--- config.mk ---
export PLATFORM = sky130hd
export DESIGN_NAME = alu_ctrl_seq_flat
export DESIGN_NICKNAME = d
export VERILOG_FILES = /design/src/rtl/alu_ctrl_pkg.sv /design/src/rtl/alu_ctrl_seq_if.sv /design/src/rtl/alu_ctrl_decode.sv /design/src/rtl/alu_ctrl_seq.sv /design/src/flat_wrapper.sv
export SDC_FILE = /design/constraint.sdc
export NUM_CORES = 1
export LEC_CHECK = 0
export BUFFER_PORTS_ARGS = -buffer_cell sky130_fd_sc_hd__buf_4
export CAP_MARGIN = 30
export CORE_AREA = 2 2 70 72
export CTS_BUF_LIST = sky130_fd_sc_hd__clkbuf_4 sky130_fd_sc_hd__clkbuf_8
export CTS_CLUSTER_SIZE = 10
export DETAILED_ROUTE_END_ITERATION = 10
export DIE_AREA = 0 0 72 74
export GPL_ROUTABILITY_DRIVEN = 0
export SYNTH_ARGS = -nofsm -noshare
export SYNTH_HDL_FRONTEND = slang
export SYNTH_HIERARCHICAL = 1
export SYNTH_SLANG_ARGS = --single-unit
--- constraint.sdc ---
create_clock -name clk -period 3.95 [get_ports clk]
set_input_delay 0.1975 -clock clk [delete_from_list [all_inputs] [get_ports clk]]
set_output_delay 0.1975 -clock clk [all_outputs]
set_load 0.02 [all_outputs]
--- src/rtl/alu_ctrl_pkg.sv ---
// alu_ctrl_pkg: shared encodings for the registered ALU control sequencer.
// Holds the ALU control words, R-type funct codes, aluop classes, the
// micro-op kind produced by the decoder and the sequencer FSM states.
package alu_ctrl_pkg;

   // ALU control words (3 significant bits, zero-extended to GOUT_W)
   localparam logic [2:0] GOUT_AND  = 3'b000;
   localparam logic [2:0] GOUT_OR   = 3'b001;
   localparam logic [2:0] GOUT_ADD  = 3'b010;
   localparam logic [2:0] GOUT_SLL1 = 3'b011;
   localparam logic [2:0] GOUT_SUB  = 3'b110;
   localparam logic [2:0] GOUT_SLT  = 3'b111;

   // R-type function codes
   localparam logic [5:0] FN_ADD  = 6'b100000;
   localparam logic [5:0] FN_SUB  = 6'b100010;
   localparam logic [5:0] FN_AND  = 6'b100100;
   localparam logic [5:0] FN_OR   = 6'b100101;
   localparam logic [5:0] FN_SLT  = 6'b101010;
   localparam logic [5:0] FN_SLL  = 6'b000000;
   localparam logic [5:0] FN_JMOR = 6'b100111;

   // aluop classes after priority decode of aluop[2:0]
   typedef enum logic [1:0] {
      CLS_ADD   = 2'd0,
      CLS_SUB   = 2'd1,
      CLS_RTYPE = 2'd2,
      CLS_ANDI  = 2'd3
   } alu_cls_e;

   // how many beats an accepted instruction expands into
   typedef enum logic [1:0] {
      KIND_SINGLE = 2'd0,
      KIND_JMOR   = 2'd1,
      KIND_SHIFT  = 2'd2
   } kind_e;

   // sequencer FSM states
   typedef enum logic [1:0] {
      ST_IDLE  = 2'd0,
      ST_JMOR2 = 2'd1,
      ST_SHIFT = 2'd2
   } state_e;

   // Priority decode of the aluop class: andi beats sub beats R-type beats add.
   function automatic alu_cls_e aluop_class(input logic [2:0] aluop);
      alu_cls_e cls;
      casez (aluop)
         3'b1??:  cls = CLS_ANDI;
         3'b??1:  cls = CLS_SUB;
         3'b?10:  cls = CLS_RTYPE;
         3'b000:  cls = CLS_ADD;
         default: cls = CLS_ADD;
      endcase
      return cls;
   endfunction

endpackage

--- src/rtl/alu_ctrl_seq_if.sv ---
// alu_ctrl_seq_if: instruction-in / micro-op-out handshake bundle of the
// ALU control sequencer. The slave modport is the sequencer side, the
// master modport is the control unit / datapath side that drives it.
interface alu_ctrl_seq_if #(
   parameter int ALUOP_W = 3,
   parameter int GOUT_W  = 3,
   parameter int SHAMT_W = 5
);
   // instruction side
   logic               in_valid;
   logic               in_ready;
   logic [ALUOP_W-1:0] aluop;
   logic [5:0]         funct;
   logic [SHAMT_W-1:0] shamt;
   // micro-op side
   logic               out_valid;
   logic               out_ready;
   logic [GOUT_W-1:0]  gout;
   logic               jmorsig;
   logic               out_last;
   // status
   logic               busy;
   logic               illegal;

   modport slave (
      input  in_valid, aluop, funct, shamt, out_ready,
      output in_ready, out_valid, gout, jmorsig, out_last, busy, illegal
   );

   modport master (
      output in_valid, aluop, funct, shamt, out_ready,
      input  in_ready, out_valid, gout, jmorsig, out_last, busy, illegal
   );
endinterface

--- src/rtl/alu_ctrl_decode.sv ---
// alu_ctrl_decode: combinational aluop/funct/shamt decode into the first
// ALU control word, the beat kind and the illegal-funct flag.
// Optional feature macro: ALU_CTRL_ILLEGAL_EN (flags unknown R-type funct).
module alu_ctrl_decode
   import alu_ctrl_pkg::*;
#(
   parameter int ALUOP_W = 3,
   parameter int SHAMT_W = 5
) (
   input  logic [ALUOP_W-1:0] aluop_i,
   input  logic [5:0]         funct_i,
   input  logic [SHAMT_W-1:0] shamt_i,
   output logic [2:0]         gout_o,
   output kind_e              kind_o,
   output logic               illegal_o
);

   localparam logic [SHAMT_W-1:0] SHAMT_ONE = SHAMT_W'(1);

   // Decode the instruction class, then the R-type funct table.
   always_comb begin
      gout_o    = GOUT_ADD;
      kind_o    = KIND_SINGLE;
      illegal_o = 1'b0;
      case (aluop_class(aluop_i[2:0]))
         CLS_ANDI: gout_o = GOUT_AND;
         CLS_SUB:  gout_o = GOUT_SUB;
         CLS_ADD:  gout_o = GOUT_ADD;
         CLS_RTYPE: begin
            case (funct_i)
               FN_ADD: gout_o = GOUT_ADD;
               FN_SUB: gout_o = GOUT_SUB;
               FN_AND: gout_o = GOUT_AND;
               FN_OR:  gout_o = GOUT_OR;
               FN_SLT: gout_o = GOUT_SLT;
               FN_SLL: begin
                  // shamt 0/1 collapses to one sll1 beat
                  gout_o = GOUT_SLL1;
                  if (shamt_i > SHAMT_ONE) begin
                     kind_o = KIND_SHIFT;
                  end else begin
                     kind_o = KIND_SINGLE;
                  end
               end
               FN_JMOR: begin
                  gout_o = GOUT_OR;
                  kind_o = KIND_JMOR;
               end
               default: begin
                  gout_o = GOUT_ADD;
`ifdef ALU_CTRL_ILLEGAL_EN
                  illegal_o = 1'b1;
`else
                  illegal_o = 1'b0;
`endif
               end
            endcase
         end
         default: gout_o = GOUT_ADD;
      endcase
   end

endmodule

--- src/rtl/alu_ctrl_seq.sv ---
// alu_ctrl_seq: registered ALU control sequencer. Accepts one instruction
// at a time, expands jmor into two beats and sll into shamt sll1 beats, and
// presents each micro-op through a valid/ready output register.
// Optional feature macro: ALU_CTRL_ILLEGAL_EN (see alu_ctrl_decode).
module alu_ctrl_seq
   import alu_ctrl_pkg::*;
#(
   parameter int ALUOP_W = 3,
   parameter int GOUT_W  = 3,
   parameter int SHAMT_W = 5
) (
   input  logic          clk,
   input  logic          reset,
   alu_ctrl_seq_if.slave bus
);

   localparam logic [SHAMT_W-1:0] CNT_ONE = SHAMT_W'(1);

   state_e              state_q,     state_d;
   logic [SHAMT_W-1:0]  cnt_q,       cnt_d;
   logic                out_valid_q, out_valid_d;
   logic [GOUT_W-1:0]   gout_q,      gout_d;
   logic                jmorsig_q,   jmorsig_d;
   logic                out_last_q,  out_last_d;
   logic                illegal_q,   illegal_d;
   logic                busy_q,      busy_d;

   logic [2:0]          dec_gout_s;
   kind_e               dec_kind_s;
   logic                dec_illegal_s;
   logic                adv_s;
   logic                in_ready_s;
   logic                accept_s;

   alu_ctrl_decode #(
      .ALUOP_W (ALUOP_W),
      .SHAMT_W (SHAMT_W)
   ) u_decode (
      .aluop_i   (bus.aluop),
      .funct_i   (bus.funct),
      .shamt_i   (bus.shamt),
      .gout_o    (dec_gout_s),
      .kind_o    (dec_kind_s),
      .illegal_o (dec_illegal_s)
   );

   // The output register may load whenever it is empty or being drained.
   assign adv_s      = bus.out_ready | ~out_valid_q;
   assign in_ready_s = (state_q == ST_IDLE) & adv_s;
   assign accept_s   = bus.in_valid & in_ready_s;

   // Next-state, counter and next micro-op for the output register.
   always_comb begin
      state_d     = state_q;
      cnt_d       = cnt_q;
      out_valid_d = out_valid_q;
      gout_d      = gout_q;
      jmorsig_d   = jmorsig_q;
      out_last_d  = out_last_q;
      illegal_d   = illegal_q;
      if (adv_s) begin
         out_valid_d = 1'b0;
         case (state_q)
            ST_IDLE: begin
               if (accept_s) begin
                  out_valid_d = 1'b1;
                  gout_d      = GOUT_W'(dec_gout_s);
                  jmorsig_d   = 1'b0;
                  illegal_d   = dec_illegal_s;
                  case (dec_kind_s)
                     KIND_JMOR: begin
                        out_last_d = 1'b0;
                        state_d    = ST_JMOR2;
                     end
                     KIND_SHIFT: begin
                        out_last_d = 1'b0;
                        cnt_d      = bus.shamt - CNT_ONE;
                        state_d    = ST_SHIFT;
                     end
                     default: begin
                        out_last_d = 1'b1;
                        state_d    = ST_IDLE;
                     end
                  endcase
               end else begin
                  state_d = ST_IDLE;
               end
            end
            ST_JMOR2: begin
               out_valid_d = 1'b1;
               gout_d      = GOUT_W'(GOUT_ADD);
               jmorsig_d   = 1'b1;
               out_last_d  = 1'b1;
               illegal_d   = 1'b0;
               state_d     = ST_IDLE;
            end
            ST_SHIFT: begin
               // counter reaches zero on the final beat, so it never wraps
               out_valid_d = 1'b1;
               gout_d      = GOUT_W'(GOUT_SLL1);
               jmorsig_d   = 1'b0;
               illegal_d   = 1'b0;
               cnt_d       = cnt_q - CNT_ONE;
               if (cnt_q == CNT_ONE) begin
                  out_last_d = 1'b1;
                  state_d    = ST_IDLE;
               end else begin
                  out_last_d = 1'b0;
                  state_d    = ST_SHIFT;
               end
            end
            default: begin
               state_d = ST_IDLE;
            end
         endcase
      end else begin
         state_d = state_q;
      end
      busy_d = (state_d != ST_IDLE) | out_valid_d;
   end

   // State, counter and output register with synchronous reset.
   always_ff @(posedge clk) begin
      if (reset) begin
         state_q     <= ST_IDLE;
         cnt_q       <= '0;
         out_valid_q <= 1'b0;
         gout_q      <= '0;
         jmorsig_q   <= 1'b0;
         out_last_q  <= 1'b0;
         illegal_q   <= 1'b0;
         busy_q      <= 1'b0;
      end else begin
         state_q     <= state_d;
         cnt_q       <= cnt_d;
         out_valid_q <= out_valid_d;
         gout_q      <= gout_d;
         jmorsig_q   <= jmorsig_d;
         out_last_q  <= out_last_d;
         illegal_q   <= illegal_d;
         busy_q      <= busy_d;
      end
   end

   assign bus.in_ready  = in_ready_s;
   assign bus.out_valid = out_valid_q;
   assign bus.gout      = gout_q;
   assign bus.jmorsig   = jmorsig_q;
   assign bus.out_last  = out_last_q;
   assign bus.busy      = busy_q;
   assign bus.illegal   = illegal_q;

endmodule

--- src/flat_wrapper.sv ---
// flat-port wrapper written by rule: the top's interface ports become plain ports
module alu_ctrl_seq_flat import alu_ctrl_pkg::*;
#(
   parameter int ALUOP_W = 3,
   parameter int GOUT_W  = 3,
   parameter int SHAMT_W = 5
)
  (clk, reset, bus_in_valid, bus_aluop, bus_funct, bus_shamt, bus_out_ready, bus_in_ready, bus_out_valid, bus_gout, bus_jmorsig, bus_out_last, bus_busy, bus_illegal);
  alu_ctrl_seq_if #(.ALUOP_W(ALUOP_W), .GOUT_W(GOUT_W), .SHAMT_W(SHAMT_W)) bus_i ();
  input  logic clk;
  input  logic reset;
  input wire logic [$bits(bus_i.in_valid)-1:0] bus_in_valid;
  input wire logic [$bits(bus_i.aluop)-1:0] bus_aluop;
  input wire logic [$bits(bus_i.funct)-1:0] bus_funct;
  input wire logic [$bits(bus_i.shamt)-1:0] bus_shamt;
  input wire logic [$bits(bus_i.out_ready)-1:0] bus_out_ready;
  output wire logic [$bits(bus_i.in_ready)-1:0] bus_in_ready;
  output wire logic [$bits(bus_i.out_valid)-1:0] bus_out_valid;
  output wire logic [$bits(bus_i.gout)-1:0] bus_gout;
  output wire logic [$bits(bus_i.jmorsig)-1:0] bus_jmorsig;
  output wire logic [$bits(bus_i.out_last)-1:0] bus_out_last;
  output wire logic [$bits(bus_i.busy)-1:0] bus_busy;
  output wire logic [$bits(bus_i.illegal)-1:0] bus_illegal;
  assign bus_i.in_valid = bus_in_valid;
  assign bus_i.aluop = bus_aluop;
  assign bus_i.funct = bus_funct;
  assign bus_i.shamt = bus_shamt;
  assign bus_i.out_ready = bus_out_ready;
  assign bus_in_ready = bus_i.in_ready;
  assign bus_out_valid = bus_i.out_valid;
  assign bus_gout = bus_i.gout;
  assign bus_jmorsig = bus_i.jmorsig;
  assign bus_out_last = bus_i.out_last;
  assign bus_busy = bus_i.busy;
  assign bus_illegal = bus_i.illegal;
  alu_ctrl_seq #(.ALUOP_W(ALUOP_W), .GOUT_W(GOUT_W), .SHAMT_W(SHAMT_W)) u_core (.clk(clk), .reset(reset), .bus(bus_i));
endmodule
* Yosys cells after proc, flatten, opt, wreduce, memory -nomap -nowiden
Index checks and enable logic that the tools add are counted.
Operators by class: add/subtract/negate cells 2, magnitude comparators 1, equality and inequality tests 16, multiplexer cells 27, bitwise logic cells 5, reductions and logical operators 14
Operators with widths (count):
- $eq A6 B6 Y1 const B | 5
- $pmux W3 S5 | 1
- $mux W2 | 6
- $pmux W2 S2 | 3
- $pmux W3 S4 | 1
- $eq A2 B2 Y1 const B | 5
- $mux W5 | 2
- $pmux W5 S2 | 1
- $sub A5 B1 Y5 const B | 2
- $pmux W3 S3 | 1
- $eq A2 B1 Y1 const B | 3
- $logic_not A6 Y1 | 1
- $mux W1 | 6
- $pmux W1 S3 | 2
- $pmux W2 S3 | 1
- $reduce_and A3 Y1 | 2
- $reduce_bool A2 Y1 | 3
- $reduce_or A2 Y1 | 3
- $eq A5 B1 Y1 const B | 1
- $gt A5 B1 Y1 const B | 1
- $logic_not A2 Y1 | 2
- $pmux W1 S2 | 2
- $reduce_and A4 Y1 | 1
- $logic_not A3 Y1 | 1
- other kinds (7) | 9
Word-level totals: flip-flop bits (word level) 15, bits of input ports 18, output and inout port bits 9, word-level logic and storage cells 73

* Longest topological paths before layout
Gate-level depths: netlist (run 1).
depth in word-level cells 12, mapped depth 9

* By module
The synthesis (run 1) kept the hierarchy.
By module, submodules not included:
- alu_ctrl_seq | instances 1, cells each 115, area each 992.2 um^2, seq. area each 300.3 um^2
- alu_ctrl_decode | instances 1, cells each 20, area each 118.9 um^2, seq. area each 0.0 um^2

* Least setup slack after synthesis (run 1)
No wires, ideal clock.
path kind input to register, start point input bus_funct[1], end point register u_core.cnt_q[0], library setup time 0.067 ns, arrival time 1.660 ns, required time 3.883 ns, setup slack 2.223 ns, stages 8, buffers on the path 0, cell sequence nor4_1 > nand2_1 > nor3_1 > ha_1 > and3_4 > o21ai_4 > a211o_1 > a21oi_2
On the way: longest elaborated chain between the ends 6
Ends and longest elaborated chain:
- from (decl) | RTL line flat_wrapper.sv:14 | input wire logic [$bits(bus_i.funct)-1:0] bus_funct;
- $eq A6 B6 Y1 / $logic_not A6 Y1 (equally long branches) | RTL line alu_ctrl_decode.sv:30 | case (funct_i)
- $pmux W2 S2 (*) | RTL line alu_ctrl_decode.sv:30
- $mux W2 (*) | RTL line alu_ctrl_decode.sv:25 | case (aluop_class(aluop_i[2:0]))
- named net u_core.dec_kind_s[1] | RTL line alu_ctrl_seq.sv:29 | kind_e dec_kind_s;
- $eq A2 B2 Y1 (*) | RTL line alu_ctrl_seq.sv:70 | case (dec_kind_s)
- $ne A2 B2 Y1 (no line) (*)
- $reduce_and A4 Y1 (no line) (*)
- to (signal assigned) | RTL line alu_ctrl_seq.sv:135 | cnt_q <= cnt_d;
- to (decl) | RTL line alu_ctrl_seq.sv:20 | logic [SHAMT_W-1:0] cnt_q, cnt_d;
The timed path passes the listed nets; every way through them passes the cells marked *. A chain may end at the register's enable or synchronous reset.

* Worst setup path after layout (run 1)
start point input bus_funct[3], end point register u_core.cnt_q[1]
Same word-level chain as after synthesis.

==> qor.csv, run 1 <==
stage;metric;value;unit
outcome;outcome;complete, no violations;
hold_path;hold path endpoint;u_core/cnt_q[0];
timing;count of final setup violators;0;
yosys;xor/xnor share of the synthesized area;0.0236;
placement;Post-DP HPWL;1920;um
layout;fin nets;189;
worst_setup_path;Critical Path End Type;flop;
route;routed wire length;2520;um
grt;met2 Use GR;0.159;
cts;H-tree depth;1;
worst_setup_path;worst flop-to-flop path endpoint;u_core/cnt_q[0];
yosys;Synth area leaders;dfxtp_1 (27%), ha_1 (12%), a21oi_1 (4.5%), inv_1 (4.4%), nor2_1 (4.1%);
timing;Final period util;0.446;
cts;CTS-repair resized insts;0;
pwr;Peak VDD IR;0.102;mV
timing;Max Slew Vio Count;0;
yosys;Compound-Gate Fraction of Synth Area;0.199;
worst_setup_path;critical path type;input port to flop;
yosys;Mapped Cells;135;
die;die width;72;um
grt;vias in the first global route;940;
grt;global-route wire length before repair;4190;um
cts;Reg clk slew, reported paths;60;ps
die;Core Region;4600;sq um
yosys;combinational family with the most area after synthesis;simple AND/OR/NAND/NOR gates;
yosys;yosys warns;6;
route;Vias/cell;4.92;
timing;max_slew headroom;0.630;
die;die area;5330;sq um
worst_setup_path;r2r setup slk;2200;ps
yosys;Yosys reg bits;15;
hold_path;hold_sp;reset;
worst_setup_path;CP Max Fanout;9;
worst_setup_path;CP Data Arrival Time;1900;ps
grt;initial antenna violation count;0;
grt;met1 Use GR;0.131;
yosys;Synth Flop Type;dfxtp_1;
timing;setup tns final;0;ps
layout;final core utilization;0.302;
cts;Post-CTS Setup Bufs;0;
grt;GRT Total Usage;0.100;
route;Avg WL per Cell;11.8;um
worst_setup_path;Worst setup SP type;input port;
placement;Post-Place Cell Area;1340;sq um
cts;hold_buf cts;0;
hold_path;Worst Hold Class;input port to flop;
route;Vias;1049;
yosys;Seq/Total Area, Yosys;0.270;
layout;post-route design area;1390;sq um
grt;largest net degree at the start of global routing;18;
route;1st-iter DRT viols;68;
timing;final hold viol count;0;
yosys;Post-Syn Area;1110;sq um
layout;fill cell count;475;
yosys;Async SR Flop Fraction;0;
yosys;Yosys top cell area share;0.270;
grt;GRT Max-Usage Layer;met2;
worst_setup_path;worst r2r src;u_core/state_q[0];
yosys;Mean Syn Cell Area;8.23;sq um
yosys;mux share of post-synthesis cell area;0.0360;
cts;TritonCTS Buffers;3;
cts;clock sinks;15;
timing;RSZ-0062 raised after global routing;no;
pwr;PwrDens;284;nW/um^2
die;Starting Density;0.242;
cts;CTS root buffer;clkbuf_8;
worst_setup_path;cell depth of the worst flop-to-flop path;6;
hold_path;Hold Crit Depth;2;
die;I/O Pins;27;
timing;min Tclk post-route;1760;ps
route;antenna viol nets, final;0;
grt;GR met3 Demand/Resource;0.0217;
cts;CTS tree;done;
yosys;Synth Area in Simple Gates;0.268;
layout;Area Growth Syn to Fin;24.9;%
grt;gr ovfl total;0;
placement;Port-buffer cells;26;
die;Chip Height;74;um
layout;Antenna diodes;0;
timing;fmax;567;MHz
cts;CTS Buffer Depth;2;
timing;Worst-Margin Slew;554;ps
cts;latest clock arrival within the worst-skew pair;250;ps
timing;Layout Skew;2.31;ps
yosys;adder-cell area share of the yosys netlist;0.124;
die;Site Rows;25;
route;router iterations before antenna repair;4;
yosys;Synth Net Count;164;
route;Residual DRC;0;
flow_run;Max Cap Violations;0;
worst_setup_path;Worst Path Required;4090;ps
yosys;dominant cell type by area after synthesis;dfxtp_1;
layout;share of cells above drive strength 1;0.233;
yosys;synth unique cells;43;
pwr;P_leak;0.571;nW
yosys;Post-synth EDFFs;0;
[final cells by class]
cell class                 instances  area, sq um  share of cell area
timing repair buffer              26          195               0.141
multi-input combinational        101          727               0.524
clock buffer                       4         48.8              0.0352
inverter                          13         48.8              0.0352
tap                               54         67.6              0.0487
sequential                        15          300               0.216
[layer usage]
metal  vias to the layer above  wire length [um]
li1                        524                 -
met1                       493              1170
met2                        28              1180
met3                         4               120
met4                         0                48
met5                         -                 0
[cell families after synthesis]
kind of cell	after synthesis
simple gates	50
flops	15
fa+ha+maj	11
other cells	1
xor+xnor	3
buf+inv	19
compound gates	32
mux	4
[synthesized netlist by cell type (2+ instances only)]
master	n
nor2b_1	3
a211oi_1	2
nor3_1	3
a31oi_1	3
nand2b_1	7
nand3_1	4
inv_1	13
xor2_1	2
mux2i_1	4
nor4b_1	2
nor2_1	12
nand4_1	2
dfxtp_1	15
a21oi_1	10
o32ai_1	2
ha_1	11
clkbuf_1	3
a211o_1	2
nor4_1	3
o21ai_0	4
o211ai_1	2
nand2_1	5
[flip-flops by register name, summed over array words and instances, names as in the netlist]
name                  count
u_core/bus.illegal        1
u_core/bus.out_last       1
u_core/bus.jmorsig        1
u_core/bus.out_valid      1
u_core/state_q            2
u_core/bus.gout           3
u_core/bus.busy           1
u_core/cnt_q              5
[worst max-delay path by stage]
stage                 startpoint  slack [ps]            endpoint
2_1_floorplan       bus_funct[1]        2220     u_core/cnt_q[0]
3_3_place_gp        bus_funct[1]        2010     u_core/cnt_q[0]
3_5_place_dp        bus_funct[3]        1980     u_core/cnt_q[1]
4_1_cts        u_core/state_q[0]        2200  u_core/bus.jmorsig
5_1_grt             bus_funct[3]        2000     u_core/cnt_q[2]
6_report            bus_funct[3]        2190     u_core/cnt_q[1]
[through the flow]
stage                     setup slack [ps]  hold WS (ps)  power (mW)  cells
after global placement                2010           464       0.263    209
after floorplan                       2220           372       0.224    135
after global routing                  2000           246       0.411    213
after CTS                             2200           237       0.396    213
after detailed placement              1980           468       0.263    209
final                                 2190           242       0.394    213
[layout by cell type, fill, tap and decap left out, drive strengths merged, types with 2 or more instances in the layout]
cell,Yosys,layout
a211o,2,2
a211oi,2,2
a21oi,11,11
a31oi,3,3
buf,3,26
clkbuf,3,4
dfxtp,15,15
ha,11,11
inv,13,13
mux2i,4,4
nand2,5,5
nand2b,7,7
nand3,4,4
nand4,2,2
nor2,12,12
nor2b,4,4
nor3,4,4
nor4,3,3
nor4b,3,3
o211ai,2,2
o21ai,5,5
o32ai,2,2
xor2,2,2
[critical path, cell delays in order]
cell and delay, ps:
buf_4 110, nor2_1 190, nand4_1 150, nor3_1 250, inv_1 110, ha_1 210
and3_4 180, o21ai_4 240, mux2i_1 220, nor2_1 50
[report_power, final]
| part | internal (mW) | switching, mW | leakage (nW) |
|---|---|---|---|
| combinational | 0.0433 | 0.0516 | 0.422 |
| sequential | 0.159 | 0.00512 | 0.123 |
| clock | 0.0784 | 0.0562 | 0.0262 |
No activity file was read; power rests on OpenSTA's default activity.
==> run 2: changes to the inputs <==
Clock period 3.95 ns to 1.7 ns, I/O delays scaled along.
==> qor.csv, run 2 (same netlist as run 1, synthesis figures left out) <==
stage;metric;value;unit;change
placement;Port-buffer cells;26;;unchanged
timing;count of final setup violators;0;;unchanged
worst_setup_path;CP Data Arrival Time;1670;ps;-230 ps
die;die area;5330;sq um;unchanged
die;Site Rows;25;;unchanged
route;antenna viol nets, final;0;;unchanged
worst_setup_path;Slowest-stage cell, CP;dfxtp_1;;
route;1st-iter DRT viols;51;;-25%
cts;latest clock arrival within the worst-skew pair;240;ps;about the same
timing;Final period util;0.909;;
worst_setup_path;Worst setup SP type;flop;;
timing;Layout Skew;1.30;ps;-1.01 ps
worst_setup_path;cells along the critical path;inv_1, ha_1, inv_1, a211o_1, o211ai_1, a21oi_1;;
layout;max FFs per register;5;;unchanged
cts;Reg clk slew, reported paths;60;ps;about the same
cts;CTS tree;done;;
worst_setup_path;worst flop-to-flop path endpoint;u_core/bus.out_last;;
pwr;Peak VDD IR;0.323;mV;+220%
grt;initial antenna violation count;0;;unchanged
worst_setup_path;CP Max Fanout;5;;-4
die;die width;72;um;unchanged
route;Vias;1104;;+5.2%
die;Core Region;4600;sq um;unchanged
die;I/O Pins;27;;unchanged
worst_setup_path;Worst Path Required;1830;ps;-2260 ps
cts;TritonCTS Buffers;3;;unchanged
route;router iterations before antenna repair;4;;unchanged
worst_setup_path;WP buf/inv;2;;unchanged
layout;share of cells above drive strength 1;0.346;;+0.113
timing;fmax;647;MHz;
hold_path;Hold Crit Depth;2;;unchanged
worst_setup_path;crit-path most repeated cell;inv_1;;
layout;Area Growth Syn to Fin;43.0;%;
pwr;Clk pwr share;0.319;;-0.023
layout;most frequent cells in the layout;buf_4 (48), dfxtp_1 (15), inv_1 (13);;
hold_path;Worst Hold Class;input port to flop;;
worst_setup_path;critical path type;flop to flop;;
cts;Post-CTS Setup Bufs;0;;unchanged
layout;most common cell after layout, fill and taps aside;buf_4;;
pwr;Gate power share;0.278;;+0.037
flow_run;Max Cap Violations;0;;unchanged
grt;GRT Total Usage;0.106;;+0.00543
cts;H-tree depth;1;;unchanged
worst_setup_path;Crit path max-delay family;compound AO/OA/AOI/OAI gates;;
pwr;Psw;0.260;mW;+130%
outcome;outcome;complete, no violations;;
pwr;PwrDens;596;nW/um^2;+110%
grt;vias in the first global route;1015;;+8.0%
timing;Max Slew Vio Count;0;;unchanged
worst_setup_path;worst r2r src;u_core/state_q[1];;
cts;clock sinks;15;;unchanged
pwr;Sw Share;0.275;;-0.0116
route;Avg WL per Cell;11.1;um;-6.2%
worst_setup_path;r2r setup slk;150;ps;-2050 ps
die;Chip Height;74;um;unchanged
worst_setup_path;critical path's largest stage delay;390;ps;+140 ps
die;Starting Density;0.242;;unchanged
route;Vias/cell;4.68;;-5.0%
placement;Post-Place Cell Area;1520;sq um;+14%
cts;hold_buf cts;0;;unchanged
grt;gr ovfl total;0;;unchanged
layout;fin cells;236;;+11%
hold_path;hold_sp;reset;;
pwr;Flop pwr share;0.403;;-0.014
placement;placed insts;232;;+11%
route;routed wire length;2620;um;+4.0%
layout;fin nets;212;;+12%
worst_setup_path;Critical Path End Type;flop;;
timing;RSZ-0062 raised after global routing;no;;
timing;final hold viol count;0;;unchanged
route;Residual DRC;0;;unchanged
cts;CTS Buffer Depth;2;;unchanged
timing;min Tclk post-route;1550;ps;
grt;largest net degree at the start of global routing;18;;unchanged
grt;global-route wire length before repair;4520;um;+7.9%
hold_path;hold path endpoint;u_core/cnt_q[0];;
layout;Largest Register;u_core/cnt_q;;
layout;Antenna diodes;0;;unchanged
layout;post-route design area;1590;sq um;+15%
placement;Post-DP HPWL;2100;um;+9.3%
pwr;P_leak;0.691;nW;+21%
cts;CTS root buffer;clkbuf_8;;
worst_setup_path;cell depth of the worst flop-to-flop path;6;;unchanged
pwr;Internal;0.686;mW;+140%
run 2: cell types whose count changed in the layout (fill, tap and decap cells not counted):
| cell | before | now |
|---|---|---|
| buf_12 | 0 | 1 |
| nor3_2 | 0 | 2 |
| nor4b_1 | 2 | 1 |
| nor3_1 | 3 | 1 |
| nor4b_2 | 1 | 2 |
| buf_4 | 26 | 48 |
run 2: power by group through the flow:
stage	Sequential, mW	Clock, mW	Combinational, mW
final	0.382	0.302	0.263
after global placement	0.389	0	0.261
after floorplan	0.406	0	0.115
after global routing	0.383	0.326	0.287
after detailed placement	0.389	0	0.261
after CTS	0.382	0.309	0.263
run 2: worst register-to-register path: stages, from the launching register on:
cell,delay (ps)
dfxtp_1,390
inv_1,100
ha_1,390
inv_1,90
a211o_1,280
o211ai_1,90
a21oi_1,90
run 2: layer usage:
layer	global-route usage	wire length, um	vias up
li1	-	-	576
met1	0.139	1240	498
met2	0.172	1250	26
met3	0.0163	71	4
met4	0.0482	53	0
met5	0	0	-
run 2: worst max path at each step:
stage,start,end,slack (ps),cells after the start
final,u_core/state_q[1],u_core/bus.out_last,150,6
after global routing,u_core/state_q[1],u_core/bus.illegal,40,7
after CTS,u_core/state_q[1],u_core/bus.illegal,130,7
after detailed placement,bus_funct[1],u_core/cnt_q[0],-110,9
after global placement,bus_funct[1],u_core/cnt_q[0],-100,9
after floorplan,bus_funct[1],u_core/cnt_q[0],90,8
run 2: area by class of cell:
cell class                 instances  area, sq um
clock buffer                       4         48.8
fill                             473         3010
inverter                          13         48.8
sequential                        15          300
tap                               54         67.6
multi-input combinational        101          743
timing repair buffer              49          380
run 2: per-stage QoR:
| stage | total power, mW | utilization | TNS [ps] | hold WS, ps | setup slack, ps |
|---|---|---|---|---|---|
| after global placement | 0.650 | 0.331 | -144 | 387 | -95.8 |
| after global routing | 0.995 | 0.346 | 0 | 147 | 42.8 |
| after detailed placement | 0.651 | 0.331 | -271 | 390 | -109 |
| final | 0.946 | 0.346 | 0 | 131 | 155 |
| after CTS | 0.953 | 0.342 | 0 | 127 | 127 |
| after floorplan | 0.521 | - | 0 | 259 | 85.5 |
run 2: what timing repair did:
item                                    CTS  global route
hold endpoints to repair                  0             0
resized for setup                         0             3
endpoints found under the setup margin    0             4
==> run 3: changes to the inputs <==
Settings changed: CORE_AREA 2 2 70 72 to 2 2 67 69, DIE_AREA 0 0 72 74 to 0 0 69 71, SYNTH_HIERARCHICAL 1 to default.
Clock period 1.7 ns to 1.68 ns, I/O delays scaled along.
==> qor.csv, run 3 <==
stage;metric;value;unit;change
yosys;dominant cell type by area after synthesis;dfxtp_1;;
yosys;Seq/Total Area, Yosys;0.275;;+0.00458
yosys;commonest cells in the netlist;nor2_1 (15), dfxtp_1 (14), a21oi_1 (12);;
timing;count of final setup violators;0;;unchanged
pwr;PwrDens;663;nW/um^2;+11%
worst_setup_path;CP Max Fanout;9;;+4
pwr;Power Total;0.944;mW;-0.30%
yosys;Post-Syn Area;1020;sq um;-8.2%
grt;global-route wire length before repair;3930;um;-13%
grt;GRT Total Usage;0.0982;;-0.00737
worst_setup_path;Worst setup SP type;flop;;
die;Site Rows;24;;-4.0%
route;Vias;990;;-10%
yosys;Synth Net Count;154;;-6.1%
cts;CTS Buffer Depth;2;;unchanged
layout;fin nets;192;;-9.4%
layout;fill cell count;463;;-2.1%
grt;vias in the first global route;921;;-9.3%
cts;TritonCTS Buffers;3;;unchanged
cts;clock sinks;14;;-1
timing;Final period util;0.915;;+0.00598
yosys;Synth Flop Type;dfxtp_1;;
die;die area;4900;sq um;-8.1%
layout;Area Growth Syn to Fin;39.5;%;
placement;Port-buffer cells;25;;-3.8%
yosys;synth unique cells;40;;-7.0%
layout;post-route design area;1420;sq um;-10%
timing;fmax;651;MHz;+0.53%
yosys;Async SR Flop Fraction;0;;unchanged
yosys;Mean Syn Cell Area;8.03;sq um;-2.4%
yosys;Yosys reg bits;14;;-1
route;antenna viol nets, final;0;;unchanged
cts;CTS tree;done;;
worst_setup_path;worst r2r src;u_core.state_q[0];;
route;1st-iter DRT viols;45;;-12%
timing;final hold viol count;0;;unchanged
timing;Max Slew Vio Count;0;;unchanged
cts;Reg clk slew, reported paths;60;ps;about the same
worst_setup_path;Critical Path End Type;flop;;
cts;latest clock arrival within the worst-skew pair;250;ps;about the same
placement;Post-DP HPWL;1930;um;-8.2%
grt;largest net degree at the start of global routing;15;;-3
die;Chip Height;71;um;-4.1%
outcome;outcome;complete, no violations;;
yosys;Yosys top cell area share;0.275;;+0.00458
hold_path;hold_sp;reset;;
die;Core Region;4200;sq um;-8.6%
grt;gr ovfl total;0;;unchanged
timing;worst setup margin;143;ps;-11.9 ps
cts;H-tree depth;1;;unchanged
layout;share of cells above drive strength 1;0.305;;-0.0413
yosys;yosys warns;0;;-6
yosys;Synth area leaders;dfxtp_1 (27%), ha_1 (11%), a21oi_1 (5.9%), nor2_1 (5.5%), mux2i_1 (3.9%);;
grt;initial antenna violation count;0;;unchanged
route;Vias/cell;4.58;;-2.0%
die;Starting Density;0.243;;+0.000927
worst_setup_path;critical path type;flop to flop;;
yosys;Post-synth EDFFs;0;;unchanged
worst_setup_path;Worst Path Required;1870;ps;+40 ps
layout;max FFs per register;5;;unchanged
yosys;most numerous cell in the Yosys netlist;nor2_1;;
route;router iterations before antenna repair;4;;unchanged
cts;Post-CTS Setup Bufs;0;;unchanged
layout;most frequent cells in the layout;buf_4 (37), nor2_1 (14), dfxtp_1 (14);;
cts;CTS root buffer;clkbuf_8;;
die;die width;69;um;-4.2%
flow_run;Max Cap Violations;0;;unchanged
pwr;Peak VDD IR;0.214;mV;-34%
cts;hold_buf cts;0;;unchanged
route;Residual DRC;0;;unchanged
timing;min Tclk post-route;1540;ps;-8.13 ps
timing;Layout Skew;4.86;ps;+3.56 ps
placement;Post-Place Cell Area;1350;sq um;-12%
route;Avg WL per Cell;11.4;um;+3.0%
layout;Largest Register;u_core.cnt_q;;
pwr;P_leak;0.579;nW;-16%
worst_setup_path;CP Data Arrival Time;1720;ps;+50 ps
die;I/O Pins;27;;unchanged
hold_path;Worst Hold Class;input port to flop;;
yosys;Mapped Cells;127;;-5.9%
route;routed wire length;2470;um;-5.8%
layout;Antenna diodes;0;;unchanged
placement;DP Worst Slack;18.3;ps;+127 ps
worst_setup_path;CP startpoint;u_core.state_q[0];;
layout;most common cell after layout, fill and taps aside;buf_4;;
[run 3: cell families after synthesis]
group | count (synthesis) | share of synthesized area
AOI/OAI and AO/OA | 34 | 0.223
xor gates and xnor gates | 3 | 0.0258
adders and majority gates | 9 | 0.110
buffers and inverters | 13 | 0.0515
DFF | 14 | 0.275
muxes | 4 | 0.0393
other | 1 | 0.00368
and+or+nand+nor | 49 | 0.271
[run 3: area by class of cell]
class	instances	area, sq um	area share
Clock buffer	4	55.1	0.0387
Timing Repair Buffer	37	278	0.195
Tap cell	52	65.1	0.0457
Multi-Input combinational cell	100	711	0.500
Inverter	9	33.8	0.0237
Sequential cell	14	280	0.197
[run 3: power by group]
group / switching [mW] / internal, mW / leakage, nW
combinational: 0.127 / 0.122 / 0.436
clock: 0.130 / 0.208 / 0.0288
sequential: 0.00790 / 0.349 / 0.114
[run 3: layer usage]
layer,GRT usage,share of wire,wire (um)
met1,0.121,0.49,1200
met2,0.160,0.46,1140
met5,0,0,0
met4,0.0327,0.0073,18
met3,0.0342,0.045,111
[run 3: stage by stage]
step | cells | util | setup TNS [ps] | hold WS, ps
6_report | 216 | 0.338 | 0 | 107
5_1_grt | 216 | 0.338 | -4.83 | 110
4_1_cts | 216 | 0.334 | 0 | 102
3_5_place_dp | 212 | 0.321 | 0 | 369
3_3_place_gp | 212 | 0.321 | 0 | 373
2_1_floorplan | 127 | - | 0 | 153
[run 3: critical path, stage by stage (launching register included)]
cell and delay, ps:
dfxtp_1 310, inv_1 110, ha_4 180, nand2_1 110, nor3_4 190, a31oi_4 160
a211o_1 300, a21oi_2 120
[run 3: timing repair]
item                                   CTS  global route
setup endpoints to repair                0             2
endpoints found under the hold margin    0             0
gates resized for setup                  0             4
[run 3: worst paths after layout]
kind / endpoint / slack [ps] / depth (start not counted)
worst max-delay path: u_core.cnt_q[0] / 140 / 7
worst min-delay path: u_core.cnt_q[0] / 110 / 2
worst max register to register: u_core.cnt_q[0] / 140 / 7
worst min register to register: u_core.bus.out_last / 490 / 2
